===== config.mk =====
export PLATFORM = sky130hd
export DESIGN_NAME = jtkicker_rom_slot
export DESIGN_NICKNAME = d
export VERILOG_FILES = /design/src/rtl/jtkicker_rom_slot.sv
export SDC_FILE = /design/constraint.sdc
export NUM_CORES = 1
export LEC_CHECK = 0
export CORE_UTILIZATION = 43
export DETAILED_ROUTE_END_ITERATION = 6
export PLACE_DENSITY = 0.76
export SLEW_MARGIN = 10
export SYNTH_ARGS = -nofsm -noshare
export SYNTH_HDL_FRONTEND = slang
export SYNTH_SLANG_ARGS = --single-unit

===== constraint.sdc =====
create_clock -name clk -period 1.7 [get_ports clk]
set_clock_uncertainty 0.05 [all_clocks]
set_input_delay 0.34 -clock clk [delete_from_list [all_inputs] [get_ports clk]]
set_output_delay 0.34 -clock clk [all_outputs]
set_load 0.005 [all_outputs]

===== src/rtl/jtkicker_rom_slot.sv =====
// SDRAM-side responder for one layer ROM port: one 32-bit client word becomes
// a two-beat 16-bit SDRAM read, with the last fetched word kept in a one-entry cache.
module jtkicker_rom_slot #(
  parameter int          AW     = 12,
  parameter logic [21:0] OFFSET = 22'h0
) (
  input  logic          clk,
  input  logic          rst_n,
  input  logic          clr,
  input  logic          rom_cs,
  input  logic [AW-1:0] rom_addr,
  output logic [31:0]   rom_data,
  output logic          rom_ok,
  output logic [21:0]   sdram_addr,
  output logic          sdram_req,
  input  logic          sdram_ack,
  input  logic          sdram_dst,
  input  logic [15:0]   sdram_din
);

  typedef enum logic [1:0] {
    IDLE = 2'd0,
    REQ  = 2'd1,
    D0   = 2'd2,
    D1   = 2'd3
  } state_t;

  state_t          state;
  logic            valid;
  logic            discard;
  logic [AW-1:0]   tag;
  logic [AW-1:0]   req_addr;
  logic [15:0]     low;
  logic            hit;

  // Client word a lives at SDRAM words OFFSET+2a and OFFSET+2a+1; the sum wraps at 22 bits.
  function automatic logic [21:0] word_addr(input logic [AW-1:0] a);
    logic [AW:0] dbl;
    dbl = {a, 1'b0};
    return OFFSET + 22'(dbl);
  endfunction

  assign hit    = valid && (tag == rom_addr);
  assign rom_ok = rom_cs && hit;

  // Fetch sequencer: IDLE -> REQ (wait ack) -> D0 (low beat) -> D1 (high beat, fill cache).
  always_ff @(posedge clk or negedge rst_n) begin
    if (!rst_n) begin
      state      <= IDLE;
      valid      <= 1'b0;
      discard    <= 1'b0;
      tag        <= '0;
      req_addr   <= '0;
      low        <= 16'h0000;
      rom_data   <= 32'h0000_0000;
      sdram_req  <= 1'b0;
      sdram_addr <= OFFSET;
    end else begin
      if (clr) begin
        valid <= 1'b0;
      end
      case (state)
        IDLE: begin
          discard <= 1'b0;
          if (rom_cs && !hit && !clr) begin
            req_addr   <= rom_addr;
            sdram_addr <= word_addr(rom_addr);
            sdram_req  <= 1'b1;
            state      <= REQ;
          end
        end
        REQ: begin
          if (clr) begin
            discard <= 1'b1;
          end
          if (sdram_ack) begin
            sdram_req <= 1'b0;
            state     <= D0;
          end
        end
        D0: begin
          if (clr) begin
            discard <= 1'b1;
          end
          if (sdram_dst) begin
            low   <= sdram_din;
            state <= D1;
          end
        end
        D1: begin
          if (sdram_dst) begin
            // A clr seen anywhere during the fetch (or on this edge) keeps the entry invalid.
            rom_data <= {sdram_din, low};
            tag      <= req_addr;
            valid    <= !discard && !clr;
            discard  <= 1'b0;
            state    <= IDLE;
          end else if (clr) begin
            discard <= 1'b1;
          end
        end
        default: begin
          sdram_req <= 1'b0;
          discard   <= 1'b0;
          state     <= IDLE;
        end
      endcase
    end
  end

endmodule


==> metrics, run 1 <==
run status=finished with violations; violated checks=setup timing; synthesis-stage register bit count=77; f_max=485 MHz; Avg Cell Area, Syn=15.1 sq um; Final HPWL DP=4.23 mm; Final Hold Viols=0; # fillers=558; wire per inst=14.4 um; GRT overflow=0; Cell variety after synth=26; DR DRC count=0; Final Non-Filler Cells=423; CP startpoint=tag[2]; gr usage total=0.168; uppermost layer routed=met4; RSZ-0062 raised after global routing=true; Placed Cells incl. Taps=402; yosys warns=0; Final min period=2060 ps; antenna violations before repair=0; vias in the first global route=2,030; Post-Syn Instances=214; Reg power frac=0.389; biggest area consumer among synthesized cells=dfrtp_1; Critical Path RT=1310 ps; ant diodes=0; Met3 Wirelength=268 um; share of cells above drive strength 1=0.383; Vias=1,992; fin crit share=1.21; CTS tree=built; num rows=31; crit end category=output port; sequential share of the synthesized area=0.595; dpl ws=-907 ps; utilization after layout=0.640; top cells by area, synth=dfrtp_1, mux2_2, mux2_4, xnor2_1, buf_4; max-slew violations=0; first-pass GRT wire length=9.80 mm; CTS H-tree lvls=3; R2R setup slack=-320 ps; top-area cell type share of the netlist area=0.595; Starting Density=0.446; footprint of the multi-input gates=1290 sq um; Iter 0 DRT Violations=55; area growth from synthesis to layout=43.4%; switching pwr=2.31 mW; Clk pwr share=0.206; Mapped Area=3240 sq um; Final WS setup=-362 ps; ys flop type=dfrtp_1; Sequential Area=1930 sq um; Die X=88.8 um; Startpoint Class=register; Crit Path Class=register to output port; total of max-cap violations=0; Nets=357; largest net degree at the start of global routing=78; CTS Root Buffer Type=clkbuf_8; Die ar.=7880 sq um; final WL=6.10 mm; Int Power=6.13 mW; PwrDens=1820 nW/um^2; Hold Path Class=primary input to register; worst vdd ir=782 uV; Async SR Flop Fraction=1.00; core area=7250 sq um; cell with the most instances after synthesis=dfrtp_1; met2 wire length=2.99 mm; R2R Path Start=tag[2]; DR vias/cell=4.71; R2R Path End=req_addr[3]; final setup fails=15; height of the chip=88.8 um; CP arrival=1670 ps; Synth top cells by count=dfrtp_1, mux2_2, xnor2_1; setup TNS=-3980 ps; Worst setup endpoint=rom_ok; Initial DRT Pass Iterations=3; gpl congestion=0.739; switch share=0.273; leakage=2.12 nW; Reg2Reg Depth=7; I/O Pins=90; clock sink count=77; clock latency on the worst-skew pair=350 ps; Buffers on Ports=79; Comb power frac=0.405; EDFF count, synth=0; Clk pin slew, worst setup/hold paths=80 ps; TritonCTS buffer count=9; post-route ant nets=0; Longest Clk Path Bufs=2; met1 WL=2.71 mm; CP Max Fanout=2
-- final cells by class --
type	instances	area share
Clock buffer	9	0.0267
Clock inverter	7	0.0275
Inverter	2	0.00162
Multi-Input combinational cell	128	0.278
Sequential cell	77	0.415
Tap cell	99	0.0267
Timing Repair Buffer	101	0.225
-- state kept, by name, summed over array words and instances, names as in the netlist --
| signal | cells |
|---|---|
| discard | 1 |
| tag | 12 |
| req_addr | 12 |
| rom_data | 32 |
| valid | 1 |
| state | 2 |
| low | 16 |
| sdram_req | 1 |
-- critical path, stage by stage (launching register included) --
cell and delay [ps]:
dfrtp_1 410, xnor2_2 160, nand3_2 130, nor4_4 350, and2_4 190, buf_6 80
-- cell usage in the layout, fill, tap and decap left out --
master           instances
dfrtp_1                 77
clkdlybuf4s50_1         65
mux2_2                  61
mux2_4                  12
buf_4                   12
conb_1                  10
clkbuf_8                 9
dlygate4sd2_1            9
xnor2_1                  8
nor2_1                   6
buf_12                   6
buf_6                    5
xnor2_2                  4
nand2_1                  4
ha_1                     4
bufinv_16                3
inv_6                    3
dlymetal6s2s_1           3
inv_1                    2
nor2b_1                  2
nand3_2                  2
nand4_1                  2
nor3_1                   1
nor4_4                   1
and2_4                   1
nand2_2                  1
a21oi_1                  1
nand2b_1                 1
or3b_4                   1
or4b_4                   1
o211ai_1                 1
a211o_1                  1
a21oi_2                  1
or4_1                    1
o21a_1                   1
inv_8                    1
dlygate4sd3_1            1
-- how the worst min path moves through the flow --
| stage | from | endpoint | slack, ps | cells past startpoint |
|---|---|---|---|---|
| floorplan | rst_n | discard | -6 | 0 |
| global placement | rst_n | rom_data[8] | 340 | 2 |
| detailed placement | rst_n | rom_data[8] | 340 | 2 |
| CTS | rom_addr[8] | req_addr[8] | 320 | 2 |
| global route | rom_addr[1] | req_addr[1] | 290 | 2 |
| finish | rom_addr[1] | req_addr[1] | 290 | 2 |
-- metal layers --
metal  GRT usage  up-vias
li1            -      933
met1       0.212      995
met2       0.270       54
met3      0.0401       10
met4      0.0880        0
met5           0        -
-- timing repair --
action / in CTS / in global routing
resized for setup: 25 / 7
buffers inserted: 3 / 1
endpoints found under the hold margin: 77 / 0
cloned: 0 / 0
hold buffers: 1 / 0
endpoints found under the setup margin: 16 / 17
pin swaps: 6 / 8
-- cells by family (layout without fill, tap and decap cells) --
logic type               Yosys count  count (layout)  share of synthesized area
AND/OR/NAND/NOR                   24              24                     0.0421
multiplexers                      73              73                      0.266
adder cells (fa/ha/maj)            4               4                     0.0155
AO/OA/AOI/OAI                      5               5                     0.0104
XOR/XNOR                          12              12                     0.0325
buffers and inverters             18             119                     0.0375
other                              1              10                    0.00116
flip-flops                        77              77                      0.595
-- through the flow --
| step | hold slack (ps) | power (mW) | instance area (sq um) |
|---|---|---|---|
| after floorplan | -5.59 | 4.92 | 3290 |
| after global placement | 339 | 6.54 | 4280 |
| after detailed placement | 342 | 6.67 | 4280 |
| after CTS | 325 | 8.51 | 4610 |
| after global routing | 289 | 8.96 | 4640 |
| final | 287 | 8.44 | 4640 |
-- power by group through the flow --
stage          Clock [mW]  Combinational, mW  Sequential [mW]
6_report             1.74               3.42             3.28
4_1_cts              1.77               3.46             3.28
2_1_floorplan           0               1.65             3.28
3_3_place_gp            0               3.28             3.26
3_5_place_dp            0               3.35             3.32
5_1_grt              1.85               3.71             3.40
Power figures use the tool's default switching activity.
==> inputs of run 2 (changes only) <==
--- a/config.mk
+++ b/config.mk
@@ -5,9 +5,9 @@
 export SDC_FILE = /design/constraint.sdc
 export NUM_CORES = 1
 export LEC_CHECK = 0
-export CORE_UTILIZATION = 43
+export CORE_UTILIZATION = 38
 export DETAILED_ROUTE_END_ITERATION = 6
-export PLACE_DENSITY = 0.76
+export PLACE_DENSITY = 0.68
 export SLEW_MARGIN = 10
 export SYNTH_ARGS = -nofsm -noshare
 export SYNTH_HDL_FRONTEND = slang
==> run 2 against run 1 <==
Compared with the run above:
- the run still ends with setup timing left
- sequential power hardly changed
- power fell by 4.2%
- setup slack better by 4.4 ps
- hold slack better by 71 ps
- combinational power barely moved
- via count increased by 0.70%
- sequential share of layout area up 0.29 points
- non-clock buffer count did not move
- highest routed layer unchanged
==> metrics, run 2 (synthesized netlist as in run 1, its figures left out) <==
run status=finished with violations; violated checks=setup timing; final setup fails=15; Die X=94.3 um; crit end category=output port; num rows=33; Die ar.=8890 sq um; CP startpoint=rom_addr[10]; R2R setup slack=-310 ps; final WL=6.03 mm; commonest non-fill, non-tap cell in the layout=dfrtp_1; worst vdd ir=816 uV; Starting Density=0.394; share of cells above drive strength 1=0.386; CP arrival=1670 ps; fin crit share=1.21; gpl congestion=0.686; Iter 0 DRT Violations=31; antenna violations before repair=0; Power Total=8.09 mW; area growth from synthesis to layout=42.4%; Reg2Reg Depth=7; Critical Path RT=1310 ps; CTS tree=built; leakage=2.09 nW; Nets=357; Worst setup endpoint=rom_ok; PwrDens=1750 nW/um^2; slowest cell delay on critical path=500 ps; Regs by FF count=rom_data: 32 flops, low: 16 flops; most frequent cells in the layout=dfrtp_1, clkdlybuf4s50_1, mux2_2; max reg flops=32; I/O Pins=90; total of max-cap violations=0; R2R Path End=req_addr[7]; CTS H-tree lvls=3; Final Non-Filler Cells=429; core area=8220 sq um; DR DRC count=0; Startpoint Class=primary input; gr usage total=0.151; Placed Cells incl. Taps=407; Final HPWL DP=4.20 mm; GRT overflow=0; WHS=358 ps; Final min period=2060 ps; Longest Clk Path Bufs=2; first-pass GRT wire length=9.82 mm; largest net degree at the start of global routing=36; Top reg by flops=rom_data; Final Hold Viols=0; TritonCTS buffer count=9; max-slew violations=0; f_max=486 MHz; DR vias/cell=4.68; Hold Path Class=primary input to register; post-route ant nets=0; Buffers on Ports=79; wire per inst=14.1 um; clock latency on the worst-skew pair=340 ps; height of the chip=94.3 um; Crit Path Class=primary input to output port; vias in the first global route=2,045; RSZ-0062 raised after global routing=true; Clk pin slew, worst setup/hold paths=80 ps; # fillers=686; Sequential Area=1930 sq um; clock sink count=77; Final WS setup=-357 ps; Initial DRT Pass Iterations=4; R2R Path Start=tag[5]; Cell Chain, Critical Path=clkdlybuf4s50_1 -> xnor2_1 -> nand2_1 -> nor4_4 -> and2_4 -> buf_6; Vias=2,006; crit path max-delay cell type=clkdlybuf4s50_1; CP Max Fanout=2; CTS Root Buffer Type=clkbuf_8; ant diodes=0; footprint of the multi-input gates=1290 sq um
run 2: changes by cell type in the layout (fill, tap and decap cells not counted), moves of 2 or more:
| cell | change |
|---|---|
| bufinv_16 | -2 |
| clkbuf_8 | +2 |
| clkinvlp_4 | +2 |
| dlygate4sd2_1 | +2 |
| inv_6 | -3 |
run 2: worst min path at each step:
| stage | startpoint | endpoint | slack (ps) | cells after the start |
|---|---|---|---|---|
| after floorplan | rst_n | discard | -6 | 0 |
| after global placement | rst_n | rom_data[27] | 280 | 1 |
| final | rom_addr[6] | req_addr[6] | 360 | 2 |
| after global routing | rom_addr[1] | req_addr[1] | 340 | 2 |
| after detailed placement | rst_n | rom_data[27] | 280 | 1 |
| after CTS | rom_addr[5] | req_addr[5] | 330 | 2 |
run 2: per-layer routing:
layer	GRT usage	wire length, um	up-vias
met3	0.0477	307	6
met5	0	0	-
met1	0.171	2550	1011
met4	0.0654	95	0
li1	-	-	937
met2	0.261	3080	52
run 2: repair_timing:
action | CTS | global route
endpoints found under the setup margin | 16 | 23
pin swaps | 8 | 4
hold endpoints to repair | 33 | 0
hold buffers | 1 | 0
buffers inserted | 3 | 2
resized for setup | 24 | 11
gates cloned | 1 | 0
run 2: critical path: cells and delay by family:
family | cells | cell delay [ps]
buffers and inverters | 2 | 580
and+or+nand+nor | 3 | 610
xor gates and xnor gates | 1 | 130
run 2: power by group:
group	switching, mW	total, mW	leakage, nW	internal, mW
combinational	1.04	3.40	1.06	2.36
clock	0.642	1.40	0.102	0.758
sequential	0.522	3.29	0.921	2.76
run 2: layout make-up:
class	instances	share of cell area
sequential	77	0.418
multi-input combinational	128	0.280
timing repair buffer	101	0.226
clock buffer	11	0.0328
tap	105	0.0285
clock inverter	5	0.0128
inverter	2	0.00163
run 2: per-stage QoR:
step / utilization / setup slack [ps] / setup TNS (ps) / cell area, sq um
finish: 0.561 / -357 / -4120 / 4610
global route: 0.561 / -441 / -5080 / 4610
CTS: 0.553 / -432 / -4760 / 4550
detailed placement: 0.520 / -845 / -14350 / 4270
global placement: 0.520 / -871 / -14600 / 4270
floorplan: - / -54.0 / -540 / 3290
